<file path="config.mk">
export PLATFORM = sky130hd
export DESIGN_NAME = rtype_instr_encoder
export DESIGN_NICKNAME = d
export VERILOG_FILES = /design/src/rtl/rtype_instr_encoder.sv
export SDC_FILE = /design/constraint.sdc
export NUM_CORES = 1
export LEC_CHECK = 0
export BUFFER_PORTS_ARGS = -buffer_cell sky130_fd_sc_hd__buf_2
export CAP_MARGIN = 25
export CORE_MARGIN = 2
export CORE_UTILIZATION = 57
export CTS_CLUSTER_DIAMETER = 100
export DETAILED_ROUTE_END_ITERATION = 12
export PLACE_DENSITY = 0.89
export SYNTH_ARGS = -nofsm -noshare
export SYNTH_HDL_FRONTEND = slang
export SYNTH_SLANG_ARGS = --single-unit
</file>
<file path="constraint.sdc">
create_clock -name clk -period 6.1 [get_ports clk]
set_clock_uncertainty 0.15 [all_clocks]
set_input_delay 0.305 -clock clk [delete_from_list [all_inputs] [get_ports clk]]
set_output_delay 0.305 -clock clk [all_outputs]
set_load 0.01 [all_outputs]
</file>
<file path="src/rtl/rtype_instr_encoder.sv">
// Encodes R-type ALU operations into RV32 instruction words and streams them
// through a small FIFO into instruction memory at incrementing word addresses.
module rtype_instr_encoder #(
  parameter int unsigned             DEPTH     = 4,
  parameter int unsigned             ADDR_W    = 32,
  parameter logic [ADDR_W-1:0]       BASE_ADDR = '0,
  parameter int unsigned             CNT_W     = 16
) (
  input  logic              clk,
  input  logic              rst,
  input  logic              start,
  input  logic              in_valid,
  output logic              in_ready,
  input  logic              in_last,
  input  logic [3:0]        alu_op,
  input  logic [4:0]        rd,
  input  logic [4:0]        rs1,
  input  logic [4:0]        rs2,
  output logic              mem_we,
  input  logic              mem_ready,
  output logic [ADDR_W-1:0] mem_addr,
  output logic [31:0]       mem_wdata,
  output logic              busy,
  output logic              done,
  output logic [CNT_W-1:0]  words_written
);

  localparam int unsigned PTR_W = (DEPTH > 1) ? $clog2(DEPTH) : 1;
  localparam logic [PTR_W:0] FULL_CNT = (PTR_W+1)'(DEPTH);

  typedef enum logic [1:0] {IDLE, RUN, DRAIN, DONE} state_t;

  state_t        state;
  logic [31:0]   fifo_mem [DEPTH];
  logic [PTR_W:0] wr_ptr, rd_ptr, rd_ptr_next, count, count_next;
  logic          full, push, pop;
  logic [6:0]    func7;
  logic [31:0]   enc_word, next_head;

  assign func7    = alu_op[3] ? 7'b0100000 : 7'b0000000;
  assign enc_word = {func7, rs2, rs1, alu_op[2:0], rd, 7'b0110011};

  assign count    = wr_ptr - rd_ptr;
  assign full     = (count == FULL_CNT);
  assign in_ready = (state == RUN) && !full;
  assign push     = in_valid && in_ready;
  assign pop      = mem_we && mem_ready;

  assign rd_ptr_next = rd_ptr + (PTR_W+1)'(pop);
  assign count_next  = count + (PTR_W+1)'(push) - (PTR_W+1)'(pop);

  // The write register always mirrors the FIFO head; when the head slot is
  // being filled this very cycle the encoded word is forwarded directly.
  always_comb begin
    next_head = fifo_mem[rd_ptr_next[PTR_W-1:0]];
    if (push && (rd_ptr_next == wr_ptr))
      next_head = enc_word;
  end

  always_ff @(posedge clk) begin
    if (push)
      fifo_mem[wr_ptr[PTR_W-1:0]] <= enc_word;
  end

  always_ff @(posedge clk) begin
    if (rst) begin
      state         <= IDLE;
      wr_ptr        <= '0;
      rd_ptr        <= '0;
      mem_we        <= 1'b0;
      mem_addr      <= BASE_ADDR;
      mem_wdata     <= '0;
      busy          <= 1'b0;
      done          <= 1'b0;
      words_written <= '0;
    end else begin
      if (push)
        wr_ptr <= wr_ptr + (PTR_W+1)'(1);
      rd_ptr <= rd_ptr_next;

      mem_we <= (count_next != '0);
      if (count_next != '0)
        mem_wdata <= next_head;

      if (pop) begin
        mem_addr      <= mem_addr + ADDR_W'(4);
        words_written <= words_written + CNT_W'(1);
      end

      case (state)
        IDLE: begin
          if (start) begin
            state         <= RUN;
            busy          <= 1'b1;
            mem_addr      <= BASE_ADDR;
            words_written <= '0;
          end
        end
        RUN: begin
          if (push && in_last)
            state <= DRAIN;
        end
        DRAIN: begin
          if ((count == '0) && !mem_we) begin
            state <= DONE;
            done  <= 1'b1;
          end
        end
        DONE: begin
          state <= IDLE;
          done  <= 1'b0;
          busy  <= 1'b0;
        end
        default: state <= IDLE;
      endcase
    end
  end

endmodule

</file>
# --- Yosys cells after proc, flatten, opt, wreduce, memory -nomap -nowiden ---
# Memories as Yosys holds them, arrays and structs flattened.
# Cells that the tools add are included.
totals:
  ff_bits: 91
  ramBits: 96
  inputBits: 25
  output_inout_bits: 84
  memories: 1
mem_list:
  columns: ["memory", "words", "word_bits", "rd", "rd_ports_with_merged_regs", "write_ports", "line", "rtl"]
  rows:
  - ["fifo_mem", 4, 24, 1, 0, 1, "34", "logic [31:0] fifo_mem [DEPTH];"]
op_classes:
  n_addsub: 7
  eq_ne: 8
  mux: 18
  n_reduce_logical: 16
ops:
  columns: ["cell", "count"]
  rows:
  - ["$mux W32", 4]
  - ["$mux W16", 3]
  - ["$add A32 B3 Y32 const B", 1]
  - ["$add A16 B1 Y16 const B", 1]
  - ["$pmux W2 S4", 1]
  - ["$add A3 B1 Y3", 2]
  - ["$logic_and A1 B1 Y1", 6]
  - ["$mux W2", 3]
  - ["$mux W6", 1]
  - ["$eq A2 B2 Y1 const B", 2]
  - ["$mux W1", 4]
  - ["$ne A2 B2 Y1 const B", 2]
  - ["$pmux W1 S2", 2]
  - ["$reduce_and A2 Y1", 2]
  - ["$reduce_bool A2 Y1", 2]
  - ["$add A3 B1 Y3 const B", 1]
  - ["$eq A3 B3 Y1", 1]
  - ["$eq A3 B3 Y1 const B", 1]
  - ["$logic_not A3 Y1", 1]
  - ["$reduce_and A3 Y1", 1]
  - ["$reduce_bool A3 Y1", 1]
  - ["$sub A3 B1 Y3", 1]
  - ["$sub A3 B3 Y3", 1]
  - ["$eq A2 B1 Y1 const B", 1]
  - ["other kinds (3)", 4]

# --- Logic depth before layout (Yosys ltp) ---
logic_depth:
  word_depth: 8
  ltp_mapped: 17
  mapped_depth_nobuf: 14

# --- Worst setup path after synthesis ---
# Ideal clock, no wire load.
synth_path:
  kind: "reg2reg"
  startpoint: "register wr_ptr[0]"
  endpoint: "register mem_wdata[15]"
  setup_ns: 0.074
  arrival_time_ns: 4.077
  required_time_ns: 5.876
  path_slack_ns: 1.798
  stages_incl_launch_ff: 18
  period_less_slack_ns: 4.302
  cell_sequence: "dfxtp_1 -> inv_1 -> ha_1 -> fa_1 -> nand2_1 -> o211a_2 -> inv_2 -> buf_2 -> ha_1 -> inv_1 -> ha_1 -> fa_1 -> or2_2 -> clkbuf_1 -> nor2_1 -> clkbuf_1 -> nand3_1 -> a31oi_1"
synth_between:
  elab_chain_cells: 8
synth_lines:
  columns: ["item", "line", "rtl"]
  rows:
  - ["start: declaration", "35", "logic [PTR_W:0] wr_ptr, rd_ptr, rd_ptr_next, count, count_next;"]
  - ["start signal: assignment", "78", "wr_ptr <= wr_ptr + (PTR_W+1)'(1);"]
  - ["$sub A3 B3 Y3", "43", "assign count = wr_ptr - rd_ptr;"]
  - ["$eq A3 B3 Y1", "44", "assign full = (count == FULL_CNT);"]
  - ["$logic_not A1 Y1", "45", "assign in_ready = (state == RUN) && !full;"]
  - ["$logic_and A1 B1 Y1", "45", null]
  - ["$logic_and A1 B1 Y1", "46", "assign push = in_valid && in_ready;"]
  - ["$add A3 B1 Y3", "50", "assign count_next = count + (PTR_W+1)'(push) - (PTR_W+1)'(pop);"]
  - ["$sub A3 B1 Y3", "50", null]
  - ["$reduce_bool A3 Y1", "82", "if (count_next != '0)"]
  - ["end signal: assignment", "83", "mem_wdata <= next_head;"]
  - ["end: declaration", "22", "output logic [31:0] mem_wdata,"]
# Parallel ways exist; a longest one is shown, timed or not.
# A chain may end at the register's enable or synchronous reset.

# --- Final worst setup path ---
layout_path:
  startpoint: "register wr_ptr[0]"
  endpoint: "register mem_wdata[7]"
# The elaborated chain is that of the path after synthesis.

==> flow_metrics.tcl <==
set metrics [dict create \
    status "complete, no violations" \
    place_inst 808 \
    clock_path_buffers 2 \
    dpl_cell_area_sq_um 7450 \
    ys.flop_type "dfxtp_1" \
    h-tree-depth 4 \
    synth_xor_area_share_pct 4.27 \
    synth_top_area_share_pct 32.9 \
    worst_ep_arrival_time_ns 5.69 \
    dp_hpwl_um 10400 \
    io_pins 109 \
    diodes 0 \
    num_rows 40 \
    clkSinkCount 153 \
    clk_latency_ns 0.42 \
    cts_resized 0 \
    met1_length_um 6620 \
    start_kind "flip-flop" \
    stdcell_count 861 \
    worstSetupPathType "reg2reg" \
    p_leak_nw 3.03 \
    internal_power_mw 2.18 \
    worstPathRequired_ns 6.28 \
    min_to "busy$_SDFFE_PP0P_" \
    cts_tree "done" \
    syn-cell-area_sq_um 6940 \
    die_x_um 114 \
    routed-wl-met2_um 8530 \
    drtAntennaViolNets 0 \
    power_density_nw_per_um2 415 \
    synth_compound_area_share_pct 10.7 \
    power_frac_clock_pct 30.7 \
    hold_start "start" \
    grt_overflow_total 0 \
    synth_cells 596 \
    hold_depth 3 \
    place.port_buffers 97 \
    swShare_pct 36.4 \
    worstSetupEndpointType "flip-flop" \
    ys_seq_elements 153 \
    dr_wl_met3_um 1330 \
    die_area_sq_um 13100 \
    final_util_pct 69.1 \
    coreArea_sq_um 12000 \
    final_common_cell "buf_2" \
    mostFrequentLayoutCells "buf_2 (97), dfxtp_1 (77), edfxtp_1 (76)" \
    vdd_ir_drop_max_v 0.000293 \
    grt_pass1_vias 5260 \
    firstDrtPassIters 8 \
    viasPerCell 6.35 \
    root_buffer "clkbuf_16" \
    areaGrowthSynthToFinish_pct 19.0 \
    timing.rr.end "mem_wdata[7]$_SDFFE_PP0P_" \
    worst_slew_pin_slew_ns 1.06 \
    reg2reg_setup_slack_ns 0.60 \
    fin_crit_sh_pct 90.2 \
    die_y_um 114 \
    fmaxAchievable_mhz 182 \
    track_usage_pct 26.5 \
    synth_cell_types 49 \
    hold_buffers 19 \
    rsz0062_at_grt "false" \
    p_total_mw 3.43 \
    synth-adder-area-share_pct 3.28 \
    antenna_found_initial 0 \
    tns_ns 0 \
    num-nets-final 743 \
    drc 0 \
    drv_slew 0 \
    synth_top_family_by_area "simple AND/OR/NAND/NOR gates" \
    layout-drive-gt1-share_pct 23.1 \
    synth_top_cell_by_area "edfxtp_1" \
    top_layer_used "met4" \
    initial_core_util_pct 58.0 \
    cts_buffers 17 \
    clk_pin_slew_ns 0.06 \
    grt_start_max_net_pins 43 \
    cap_violations 0 \
    wl_per_cell_um 19.6 \
    synth_area_per_cell_sq_um 11.6 \
    async_flop_share_pct 0 \
    synth-simple-area-share_pct 15.5 \
    synthMuxAreaShare_pct 6.74 \
    yosysSeqAreaShare_pct 55.1 \
    finish.instance_area_sq_um 8260 \
    grt_pass1_wl_um 26800 \
    p_comb_share_pct 32.4 \
    routabilityCongestion 0.854 \
    first_iter_violations 717 \
    synth.area.top_cells "edfxtp_1 (33%), dfxtp_1 (22%), mux4_2 (6.2%)" \
    crit_fanout 25 \
    hold_viol 0 \
    p_seq_share_pct 36.9 \
    fin_crit_ns 5.50 \
    ys_warn_count 0 \
    rr_worst_depth 15 \
    postCtsSetupBuffers 0 \
    synth_edf_count 76 \
    r2r_start "wr_ptr[0]$_SDFFE_PP0P_" \
    wl_um 16900 \
    slew-limit-headroom_pct 29.1 \
    min_path_type "in2reg" \
    vias 5467 \
    setup_viol 0 \
    switching_power_mw 1.25 \
]
## metal layers
| layer | GRT usage (%) | up-vias |
|---|---|---|
| met4 | 10.2 | 0 |
| met5 | 0 | - |
| met3 | 5.82 | 42 |
| met2 | 46.1 | 300 |
| li1 | - | 2465 |
| met1 | 32.4 | 2660 |
## registers in the layout (all words and copies together) (netlist names), 2 cells and up
register / count
wr_ptr: 3
rd_ptr: 3
fifo_mem: 76
mem_addr: 30
state: 2
mem_wdata: 20
words_written: 16
## through the flow
| step | worst slack (ns) | hold slack, ns |
|---|---|---|
| after floorplan | 1.80 | 0.227 |
| after global placement | 1.24 | 0.299 |
| after detailed placement | 0.953 | 0.329 |
| after CTS | 0.752 | 0.0262 |
| after global routing | 0.423 | 0.0625 |
| final | 0.596 | 0.0416 |
## layout make-up
type | instances | area [sq um]
Clock inverter | 15 | 163
Inverter | 15 | 56.3
Sequential cell | 153 | 3820
Timing Repair Buffer | 124 | 754
Clock buffer | 17 | 425
Fill cell | 803 | 3700
Multi-Input combinational cell | 390 | 2850
Tap cell | 147 | 184
## worst max-delay path by stage
stage | start | end | slack [ns]
after floorplan | wr_ptr[0]$_SDFFE_PP0P_ | mem_wdata[15]$_SDFFE_PP0P_ | 1.80
after global placement | wr_ptr[0]$_SDFFE_PP0P_ | mem_wdata[30]$_SDFFE_PP0P_ | 1.24
after detailed placement | wr_ptr[0]$_SDFFE_PP0P_ | mem_wdata[7]$_SDFFE_PP0P_ | 0.95
after CTS | wr_ptr[0]$_SDFFE_PP0P_ | mem_wdata[7]$_SDFFE_PP0P_ | 0.75
after global routing | wr_ptr[0]$_SDFFE_PP0P_ | mem_wdata[7]$_SDFFE_PP0P_ | 0.42
final | wr_ptr[0]$_SDFFE_PP0P_ | mem_wdata[7]$_SDFFE_PP0P_ | 0.60
## cells in the mapped netlist, types with 15 or more instances
cell      count
a21oi_1      26
nand2_1      37
xor2_1       15
clkbuf_1     20
a31oi_1      24
o31ai_1      29
edfxtp_1     76
ha_1         15
mux4_2       19
nor2_1       31
o21ai_0      31
nand4b_1     19
nand4_1      15
nand3_1      32
dfxtp_1      77
## power by group through the flow
| stage | Clock (mW) | Combinational (mW) | Sequential [mW] |
|---|---|---|---|
| after floorplan | 0 | 0.763 | 1.28 |
| after global placement | 0 | 0.978 | 1.27 |
| after detailed placement | 0 | 1.05 | 1.28 |
| after CTS | 1.06 | 1.09 | 1.26 |
| after global routing | 1.10 | 1.19 | 1.27 |
| final | 1.05 | 1.11 | 1.27 |
## logic make-up (layout without fill, tap and decap cells)
logic type | after synthesis | after routing
compound gates | 120 | 120
xor+xnor | 28 | 28
fa+ha+maj | 17 | 17
buf+inv | 63 | 171
flops | 153 | 153
mux | 23 | 23
other cells | 1 | 11
simple gates | 191 | 191
## worst max-delay path, stage by stage, from the launching register on
cell     delay, ns
dfxtp_1       0.46
inv_1         0.16
ha_1          0.24
fa_1          0.55
nand2_1       0.22
o211a_2       0.58
inv_2         0.32
ha_1          0.38
inv_1         0.04
ha_1          0.18
fa_1          0.44
or2_2         0.50
nor2_1        0.50
buf_4         0.30
nand3_1       0.11
a31oi_1       0.24
(Power assumes the default switching activity.)
